--- config.mk ---
export PLATFORM = sky130hd
export DESIGN_NAME = ps2_key_receiver
export DESIGN_NICKNAME = d
export VERILOG_FILES = /design/src/rtl/ps2_key_receiver.sv
export SDC_FILE = /design/constraint.sdc
export NUM_CORES = 1
export LEC_CHECK = 0
export BUFFER_PORTS_ARGS = -buffer_cell sky130_fd_sc_hd__buf_2
export CORE_ASPECT_RATIO = 1.75
export CORE_MARGIN = 2
export CORE_UTILIZATION = 34
export CTS_BUF_LIST = sky130_fd_sc_hd__clkbuf_8
export DETAILED_ROUTE_END_ITERATION = 10
export SLEW_MARGIN = 20
export SYNTH_ARGS = -nofsm -noshare
export SYNTH_HDL_FRONTEND = slang
export SYNTH_SLANG_ARGS = --single-unit
--- constraint.sdc ---
create_clock -name CLK -period 3.7 [get_ports CLK]
set_clock_uncertainty 0.15 [all_clocks]
set_input_delay 0.555 -clock CLK [delete_from_list [all_inputs] [get_ports CLK]]
set_output_delay 0.555 -clock CLK [all_outputs]
set_load 0.005 [all_outputs]
--- src/rtl/ps2_key_receiver.sv ---
// ----------------------------------------------------------------------------
// ps2_key_receiver
//
// Filtered, frame-checked PS/2 keyboard receiver. KCLK/KDAT are synchronised,
// KCLK is glitch-filtered, and 11-bit frames (start, 8 data LSB-first, odd
// parity, stop) are captured on falling edges of the filtered clock. Good
// bytes pass through an E0/F0 prefix decoder that folds the extended and
// break prefixes into one 10-bit event, which is queued in a small
// first-word-fall-through FIFO.
//
// Ports
//   CLK         system clock
//   RESET_N     asynchronous active-low reset
//   KCLK, KDAT  PS/2 pins, asynchronous to CLK
//   EV_DATA     head event {break, extended, scan[7:0]}
//   EV_VALID    FIFO not empty
//   EV_READY    consumer takes the head event when EV_VALID is also high
//   EV_COUNT    number of stored events
//   PARITY_ERR  one-cycle pulse: frame failed the odd-parity check
//   FRAME_ERR   one-cycle pulse: bad stop bit or mid-frame timeout
//   OVERFLOW    sticky: an event was dropped because the FIFO was full
//   CLR_OVF     clears OVERFLOW, wins over a same-cycle set
//
// Frame FSM
//   state  | meaning
//   IDLE   | waiting for a start bit (KDAT=0 on a sample edge)
//   DATA   | shifting in the 8 data bits, LSB first
//   PARITY | capturing the parity bit
//   STOP   | checking stop bit and parity, releasing the byte
// ----------------------------------------------------------------------------
module ps2_key_receiver #(
    parameter int SYNC_STAGES    = 2,
    parameter int FILTER_LEN     = 8,
    parameter int TIMEOUT_CYCLES = 50000,
    parameter int FIFO_AW        = 2
) (
    input  logic               CLK,
    input  logic               RESET_N,
    input  logic               KCLK,
    input  logic               KDAT,
    output logic [9:0]         EV_DATA,
    output logic               EV_VALID,
    input  logic               EV_READY,
    output logic [FIFO_AW:0]   EV_COUNT,
    output logic               PARITY_ERR,
    output logic               FRAME_ERR,
    output logic               OVERFLOW,
    input  logic               CLR_OVF
);

    localparam int DEPTH  = 2 ** FIFO_AW;
    localparam int FILT_W = $clog2(FILTER_LEN + 1);
    localparam int TO_W   = $clog2(TIMEOUT_CYCLES + 1);

    // ------------------------------------------------------------------
    // Synchronisers (idle-high bus, so they reset to 1)
    // ------------------------------------------------------------------
    logic [SYNC_STAGES-1:0] kclk_sync;
    logic [SYNC_STAGES-1:0] kdat_sync;
    logic                   kclk_s;
    logic                   kdat_s;

    always_ff @(posedge CLK or negedge RESET_N) begin
        if (!RESET_N) begin
            kclk_sync <= '1;
            kdat_sync <= '1;
        end else begin
            kclk_sync <= {kclk_sync[SYNC_STAGES-2:0], KCLK};
            kdat_sync <= {kdat_sync[SYNC_STAGES-2:0], KDAT};
        end
    end

    assign kclk_s = kclk_sync[SYNC_STAGES-1];
    assign kdat_s = kdat_sync[SYNC_STAGES-1];

    // ------------------------------------------------------------------
    // KCLK glitch filter: the filtered clock only follows the synchronised
    // one after FILTER_LEN consecutive differing samples.
    // ------------------------------------------------------------------
    logic [FILT_W-1:0] filt_cnt;
    logic              kclk_filt;
    logic              kclk_filt_d;
    logic              sample_edge;

    always_ff @(posedge CLK or negedge RESET_N) begin
        if (!RESET_N) begin
            filt_cnt    <= '0;
            kclk_filt   <= 1'b1;
            kclk_filt_d <= 1'b1;
        end else begin
            kclk_filt_d <= kclk_filt;
            if (kclk_s == kclk_filt) begin
                filt_cnt <= '0;
            end else if (filt_cnt == FILT_W'(FILTER_LEN - 1)) begin
                // this sample is the FILTER_LEN-th differing one
                kclk_filt <= kclk_s;
                filt_cnt  <= '0;
            end else begin
                filt_cnt <= filt_cnt + FILT_W'(1);
            end
        end
    end

    assign sample_edge = kclk_filt_d & ~kclk_filt;

    // ------------------------------------------------------------------
    // Frame FSM, timeout, error pulses and prefix decoder
    // ------------------------------------------------------------------
    typedef enum logic [1:0] {
        IDLE   = 2'd0,
        DATA   = 2'd1,
        PARITY = 2'd2,
        STOP   = 2'd3
    } state_t;

    state_t            state;
    logic [2:0]        bit_cnt;
    logic [7:0]        shift_reg;
    logic              par_bit;
    logic [TO_W-1:0]   to_cnt;
    logic              ext_flag;
    logic              brk_flag;
    logic [7:0]        byte_q;
    logic              byte_valid;

    always_ff @(posedge CLK or negedge RESET_N) begin
        if (!RESET_N) begin
            state      <= IDLE;
            bit_cnt    <= '0;
            shift_reg  <= '0;
            par_bit    <= 1'b0;
            to_cnt     <= '0;
            ext_flag   <= 1'b0;
            brk_flag   <= 1'b0;
            byte_q     <= '0;
            byte_valid <= 1'b0;
            PARITY_ERR <= 1'b0;
            FRAME_ERR  <= 1'b0;
        end else begin
            PARITY_ERR <= 1'b0;
            FRAME_ERR  <= 1'b0;
            byte_valid <= 1'b0;

            // Prefix decoding runs one cycle after the stop edge; a parity
            // failure can never coincide with it, so the flag writes below
            // do not collide.
            if (byte_valid) begin
                if (byte_q == 8'hE0) begin
                    ext_flag <= 1'b1;
                end else if (byte_q == 8'hF0) begin
                    brk_flag <= 1'b1;
                end else begin
                    ext_flag <= 1'b0;
                    brk_flag <= 1'b0;
                end
            end

            if (state == IDLE) begin
                to_cnt <= '0;
                if (sample_edge && !kdat_s) begin
                    state   <= DATA;
                    bit_cnt <= '0;
                end
            end else if (sample_edge) begin
                to_cnt <= '0;
                case (state)
                    DATA: begin
                        shift_reg <= {kdat_s, shift_reg[7:1]};
                        if (bit_cnt == 3'd7) begin
                            state <= PARITY;
                        end else begin
                            bit_cnt <= bit_cnt + 3'd1;
                        end
                    end
                    PARITY: begin
                        par_bit <= kdat_s;
                        state   <= STOP;
                    end
                    STOP: begin
                        state <= IDLE;
                        if (!kdat_s) begin
                            FRAME_ERR <= 1'b1;
                        end else if (^{shift_reg, par_bit} == 1'b0) begin
                            // a corrupted byte may have been the key the
                            // pending prefixes belonged to
                            PARITY_ERR <= 1'b1;
                            ext_flag   <= 1'b0;
                            brk_flag   <= 1'b0;
                        end else begin
                            byte_q     <= shift_reg;
                            byte_valid <= 1'b1;
                        end
                    end
                    default: state <= IDLE;
                endcase
            end else if (to_cnt == TO_W'(TIMEOUT_CYCLES - 1)) begin
                // prefix flags survive: the keyboard will resend the byte
                state     <= IDLE;
                FRAME_ERR <= 1'b1;
                to_cnt    <= '0;
            end else begin
                to_cnt <= to_cnt + TO_W'(1);
            end
        end
    end

    logic       push_req;
    logic [9:0] push_data;

    assign push_req  = byte_valid && (byte_q != 8'hE0) && (byte_q != 8'hF0);
    assign push_data = {brk_flag, ext_flag, byte_q};

    // ------------------------------------------------------------------
    // Event FIFO (first-word-fall-through)
    // ------------------------------------------------------------------
    logic [9:0]         mem [DEPTH];
    logic [FIFO_AW-1:0] wr_ptr;
    logic [FIFO_AW-1:0] rd_ptr;
    logic [FIFO_AW:0]   count;
    logic               full;
    logic               pop;
    logic               push_ok;

    assign full    = (count == (FIFO_AW + 1)'(DEPTH));
    assign pop     = EV_VALID && EV_READY;
    // when full, a same-cycle pop frees the slot being written
    assign push_ok = push_req && (!full || pop);

    always_ff @(posedge CLK or negedge RESET_N) begin
        if (!RESET_N) begin
            for (int i = 0; i < DEPTH; i++) begin
                mem[i] <= '0;
            end
            wr_ptr   <= '0;
            rd_ptr   <= '0;
            count    <= '0;
            OVERFLOW <= 1'b0;
        end else begin
            if (push_ok) begin
                mem[wr_ptr] <= push_data;
                wr_ptr      <= wr_ptr + FIFO_AW'(1);
            end
            if (pop) begin
                rd_ptr <= rd_ptr + FIFO_AW'(1);
            end
            case ({push_ok, pop})
                2'b10:   count <= count + (FIFO_AW + 1)'(1);
                2'b01:   count <= count - (FIFO_AW + 1)'(1);
                default: count <= count;
            endcase
            if (CLR_OVF) begin
                OVERFLOW <= 1'b0;
            end else if (push_req && full && !pop) begin
                OVERFLOW <= 1'b1;
            end
        end
    end

    assign EV_VALID = (count != '0);
    assign EV_COUNT = count;
    assign EV_DATA  = mem[rd_ptr];

endmodule

; ---- Word-level counts from Yosys, hierarchy flattened
; Cells that the tools add are included.
; W data, S select, Z words.
[op_classes]
n_addsub = 7
multipliers = 0
n_div = 0
magnitude_cmp = 3
eq_ne = 17
n_shift = 0
mux = 56
bitwise_logic = 6
n_reduce_logical = 26
[op_table]
columns = operator, count
row1 = $mux W16, 3
row2 = $bwmux W40, 1
row3 = $mux W1, 33
row4 = $mux W10, 3
row5 = $bmux W10 S2, 1
row6 = $demux W10 S2, 1
row7 = $add A16 B1 Y16 const B, 1
row8 = $eq A16 B16 Y1 const B, 1
row9 = $eq A8 B8 Y1 const B, 2
row10 = $ne A8 B8 Y1 const B, 2
row11 = $mux W3, 5
row12 = $mux W2, 5
row13 = $reduce_and A3 Y1, 3
row14 = $reduce_xor A9 Y1, 1
row15 = $logic_and A1 B1 Y1, 8
row16 = $mux W4, 2
row17 = $reduce_bool A2 Y1, 4
row18 = $add A3 B1 Y3 const B, 2
row19 = $eq A2 B2 Y1 const B, 3
row20 = $eq A3 B3 Y1 const B, 2
row21 = $ge A3 B3 Y1 const B, 2
row22 = $not A2 Y3, 2
row23 = $pmux W3 S2, 1
row24 = $reduce_bool A3 Y1, 2
row25 = 19 further kinds, 25
[totals]
ff_bits = 101
latch_bits = 0
mem_bits_rw = 0
romBits = 0
inputBits = 6
output_inout_bits = 17
word_cells = 139
mem_count = 0

; ---- Logic depth before layout (Yosys ltp)
[depth]
depth_word = 9
depth_mapped = 11
depth_no_buf = 10

; ---- Worst setup path after synthesis
; OpenSTA, ideal clock, no wires.
[synth_path]
path_kind = reg2reg
start = reg byte_q[1]
end = reg count[2], in the netlist EV_COUNT[2]
setup_ns = 0.079
arrival_ns = 2.198
required_ns = 3.471
setup_slack_ns = 1.273
stages_incl_launch_ff = 12
n_path_buf = 1
synth_period_minus_slack_ns = 2.427
cell_sequence = dfrtp_1 > nor4_1 > a41oi_1 > nor2b_1 > buf_2 > inv_1 > ha_1 > inv_1 > fa_1 > xor2_1 > nor2_1 > xor2_1
[synth_via]
elab_chain_len = 6
elab_cells_between_ends = 9
cone_classes = eq/ne: 4 / mux: 1 / reduce/logical: 4
[synth_rtl]
columns = item, line_no
row1 = from (decl), 123  ; logic [7:0] byte_q;
row2 = from (signal assigned), 190  ; byte_q <= shift_reg;
row3 = $ne A8 B8 Y1, 210  ; assign push_req = byte_valid && (byte_q != 8'hE0) && (byte_q != 8'hF0);
row4 = $logic_and A1 B1 Y1, 210
row5 = $logic_and A1 B1 Y1 (*), 210
row6 = $logic_and A1 B1 Y1 (*), 227  ; assign push_ok = push_req && (!full || pop);
row7 = $eq A2 B1 Y1 / $eq A2 B2 Y1 (equally long branches), 246  ; case ({push_ok, pop})
row8 = $pmux W3 S2 / $reduce_bool A2 Y1 (equally long branches), -
row9 = to (signal assigned), 247  ; 2'b10: count <= count + (FIFO_AW + 1)'(1);
row10 = to (signal assigned), 248  ; 2'b01: count <= count - (FIFO_AW + 1)'(1);
row11 = to (signal assigned), 249  ; default: count <= count;
row12 = to (decl), 219  ; logic [FIFO_AW:0] count;
; Every way passes the cells marked *; elsewhere a longest branch is shown, timed or not.
; A chain may end at the register's enable or synchronous reset.

; ---- Final worst setup path
; Same ends and word-level chain as after synthesis.

==> out/results.ini <==
[clocking]
cts_hold_buffers=0
cts_resized=0
post-cts-setup-buffers=0
path_clk_slew_ps=100
cts_tree=built
clk_latency_ps=380
cts_buffers=9
clk_root_buffer_cell=clkbuf_8
clock_sinks=101
clockBufferDepth=2
h-tree-depth=3

[yosys]
synth_top_area_frac=0.528
syn_avg_cell_area_um2=13.5
synthAdderAreaFrac=0.0405
synthFlopType=dfrtp_1
synthCells=334
synth_compound_area_frac=0.0264
synth-seq-cells=101
synthXorXnorAreaFrac=0.0616
synthArstFlopShare=1.00
synth_warnings=0
ys_types=38
synthTopCellsByArea=dfrtp_1 (53%), mux2_2 (14%), mux4_2 (5.0%)
synth_top_area_cell=dfrtp_1
yosysSeqAreaShare=0.563
muxShareOfSynthArea=0.197
syn_nets=354
synth-simple-area-share=0.0950
syn_area_mm2=0.00451
synth_top_family_by_area=multiplexers
synth-edff-count=0

[setup_path]
critPathRequiredTime_ps=3860
critPathKind=flop to flop
crit_fanout=8
worstSetupEndpointType=flop
cp-start-kind=flop
cp_data_arrival_time_ps=2970

[sta]
rsz0062_at_grt=false
relSlewSlack=0.441
setup_viol=0
worst_slew_pin_slew_ps=839
tns_ps=0
hold_viol=0
slew_viol_final=0
post-route-min-period_ps=2820
max_freq_mhz=355
period_share=0.762

[finish]
diodes=0
largestRegisters=mem x40, to_cnt x16
drive_above_1_share=0.328
largest_register_ffs=40
top_register=mem
finish.instance_area_mm2=0.00510
final_nets=384
area_delta_synth_final_pct=13.1
final_common_cell=dfrtp_1
final_cell_mix=dfrtp_1 (95), mux2_2 (57), nor2_1 (25), buf_2 (21), xnor2_1 (19)

[power_and_ir_drop]
swShare=0.265
p_per_area_mw_per_mm2=497
p_seq_frac=0.515
p_comb_frac=0.122
leakagePower_nw=2.43
p_sw_mw=0.672
ir_drop_mv=0.213
p_int_mw=1.86
clkPwrFrac=0.363

[outcome]
status=complete, no violations

[die]
num_io_pins=23
die_area_mm2=0.0142
rows=55
core_area_mm2=0.0129
die_w_um=91.0
start_util=0.348
die_h_um=156

[global_route]
grt_pass1_wl_mm=13.8
grt-ovfl-total=0
first_global_vias=2748
grt_use_total=0.124
antenna_found_initial=0
grt_max_degree=84

[drt]
via_count=2591
drt_pass1_iterations=4
drc_errors=0
drt_wl_total_mm=8.27
drt-initial-drc-count=82
post_drt_wl_per_cell_um=15.3
via_per_inst=4.80
detail-route-antenna-nets=0

[placed_design]
placed_area_mm2=0.00482
port_buffers=22
routabilityCongestion=0.765
dp_hpwl_mm=5.73

[run]
drv_cap=0

[hold_path]
hold_class=input port to asynchronous set/reset pin

==> worst max-delay path, cell delays in order (launching register included) <==
cell and delay, ps:
dfrtp_1 440, nor4_1 460, a41oi_1 290, nor2b_1 320, inv_1 100, ha_1 170
inv_1 60, fa_1 370, xor2_1 150, nor2_1 110, xor2_1 140
==> per-stage QoR <==
stage | cells | power [mW] | hold WS (ps) | utilization | setup slack [ps]
after floorplan | 334 | 1.52 | 109 | - | 1270
after global placement | 524 | 1.63 | 197 | 0.373 | 920
after detailed placement | 524 | 1.64 | 201 | 0.373 | 868
after CTS | 540 | 2.56 | 102 | 0.394 | 851
after global routing | 540 | 2.66 | 99.0 | 0.394 | 698
final | 540 | 2.53 | 35.3 | 0.394 | 882
==> worst paths after layout <==
| check | startpoint | to | slack, ps | depth (start not counted) |
|---|---|---|---|---|
| hold / removal | RESET_N | mem[33] | 40 | 1 |
| hold reg to reg | kclk_sync[0] | kclk_sync[1] | 210 | 0 |
| setup / recovery | byte_q[1] | EV_COUNT[2] | 880 | 10 |
| setup reg to reg | byte_q[1] | EV_COUNT[2] | 880 | 10 |
| min in group CLK | KCLK | kclk_sync[0] | 120 | 1 |
| max in group asynchronous | RESET_N | kclk_filt_d | 2590 | 2 |
==> cells in the mapped netlist (6+ instances only) <==
cell      n
dfrtp_1  95
dfstp_2   6
ha_1     13
inv_1    14
mux2_2   57
mux4_2   10
nand2_1  11
nand3_1  10
nor2_1   25
nor3_1    8
o21ai_0   6
xnor2_1  19
xor2_1   10
==> cell families (layout without fill, tap and decap cells) <==
group           Yosys count  after routing
fa+ha+maj                14             14
flops                   101            101
simple gates             82             82
compound gates           19             19
xor+xnor                 30             30
mux                      69             69
buf+inv                  19             54
==> final cells by class <==
class,instances,area [um2]
Inverter,14,52.6
Multi-Input combinational cell,214,1890
Timing Repair Buffer,24,131
Sequential cell,101,2530
Clock inverter,7,145
Tap cell,171,214
Fill cell,1275,7840
Clock buffer,9,124
==> power groups by stage <==
stage	combinational, mW	sequential, mW	clock (mW)
finish	0.308	1.30	0.919
global route	0.346	1.32	0.993
CTS	0.315	1.31	0.941
detailed placement	0.313	1.33	0
global placement	0.305	1.32	0
floorplan	0.273	1.25	0
==> layer usage <==
| metal | up-vias | global-route usage | wire [um] |
|---|---|---|---|
| li1 | 1225 | - | - |
| met1 | 1314 | 0.145 | 3440 |
| met2 | 34 | 0.219 | 4430 |
| met3 | 18 | 0.0246 | 213 |
| met4 | 0 | 0.0556 | 188 |
| met5 | - | 0 | 0 |
Note: power is estimated with default switching activity, not from simulation.
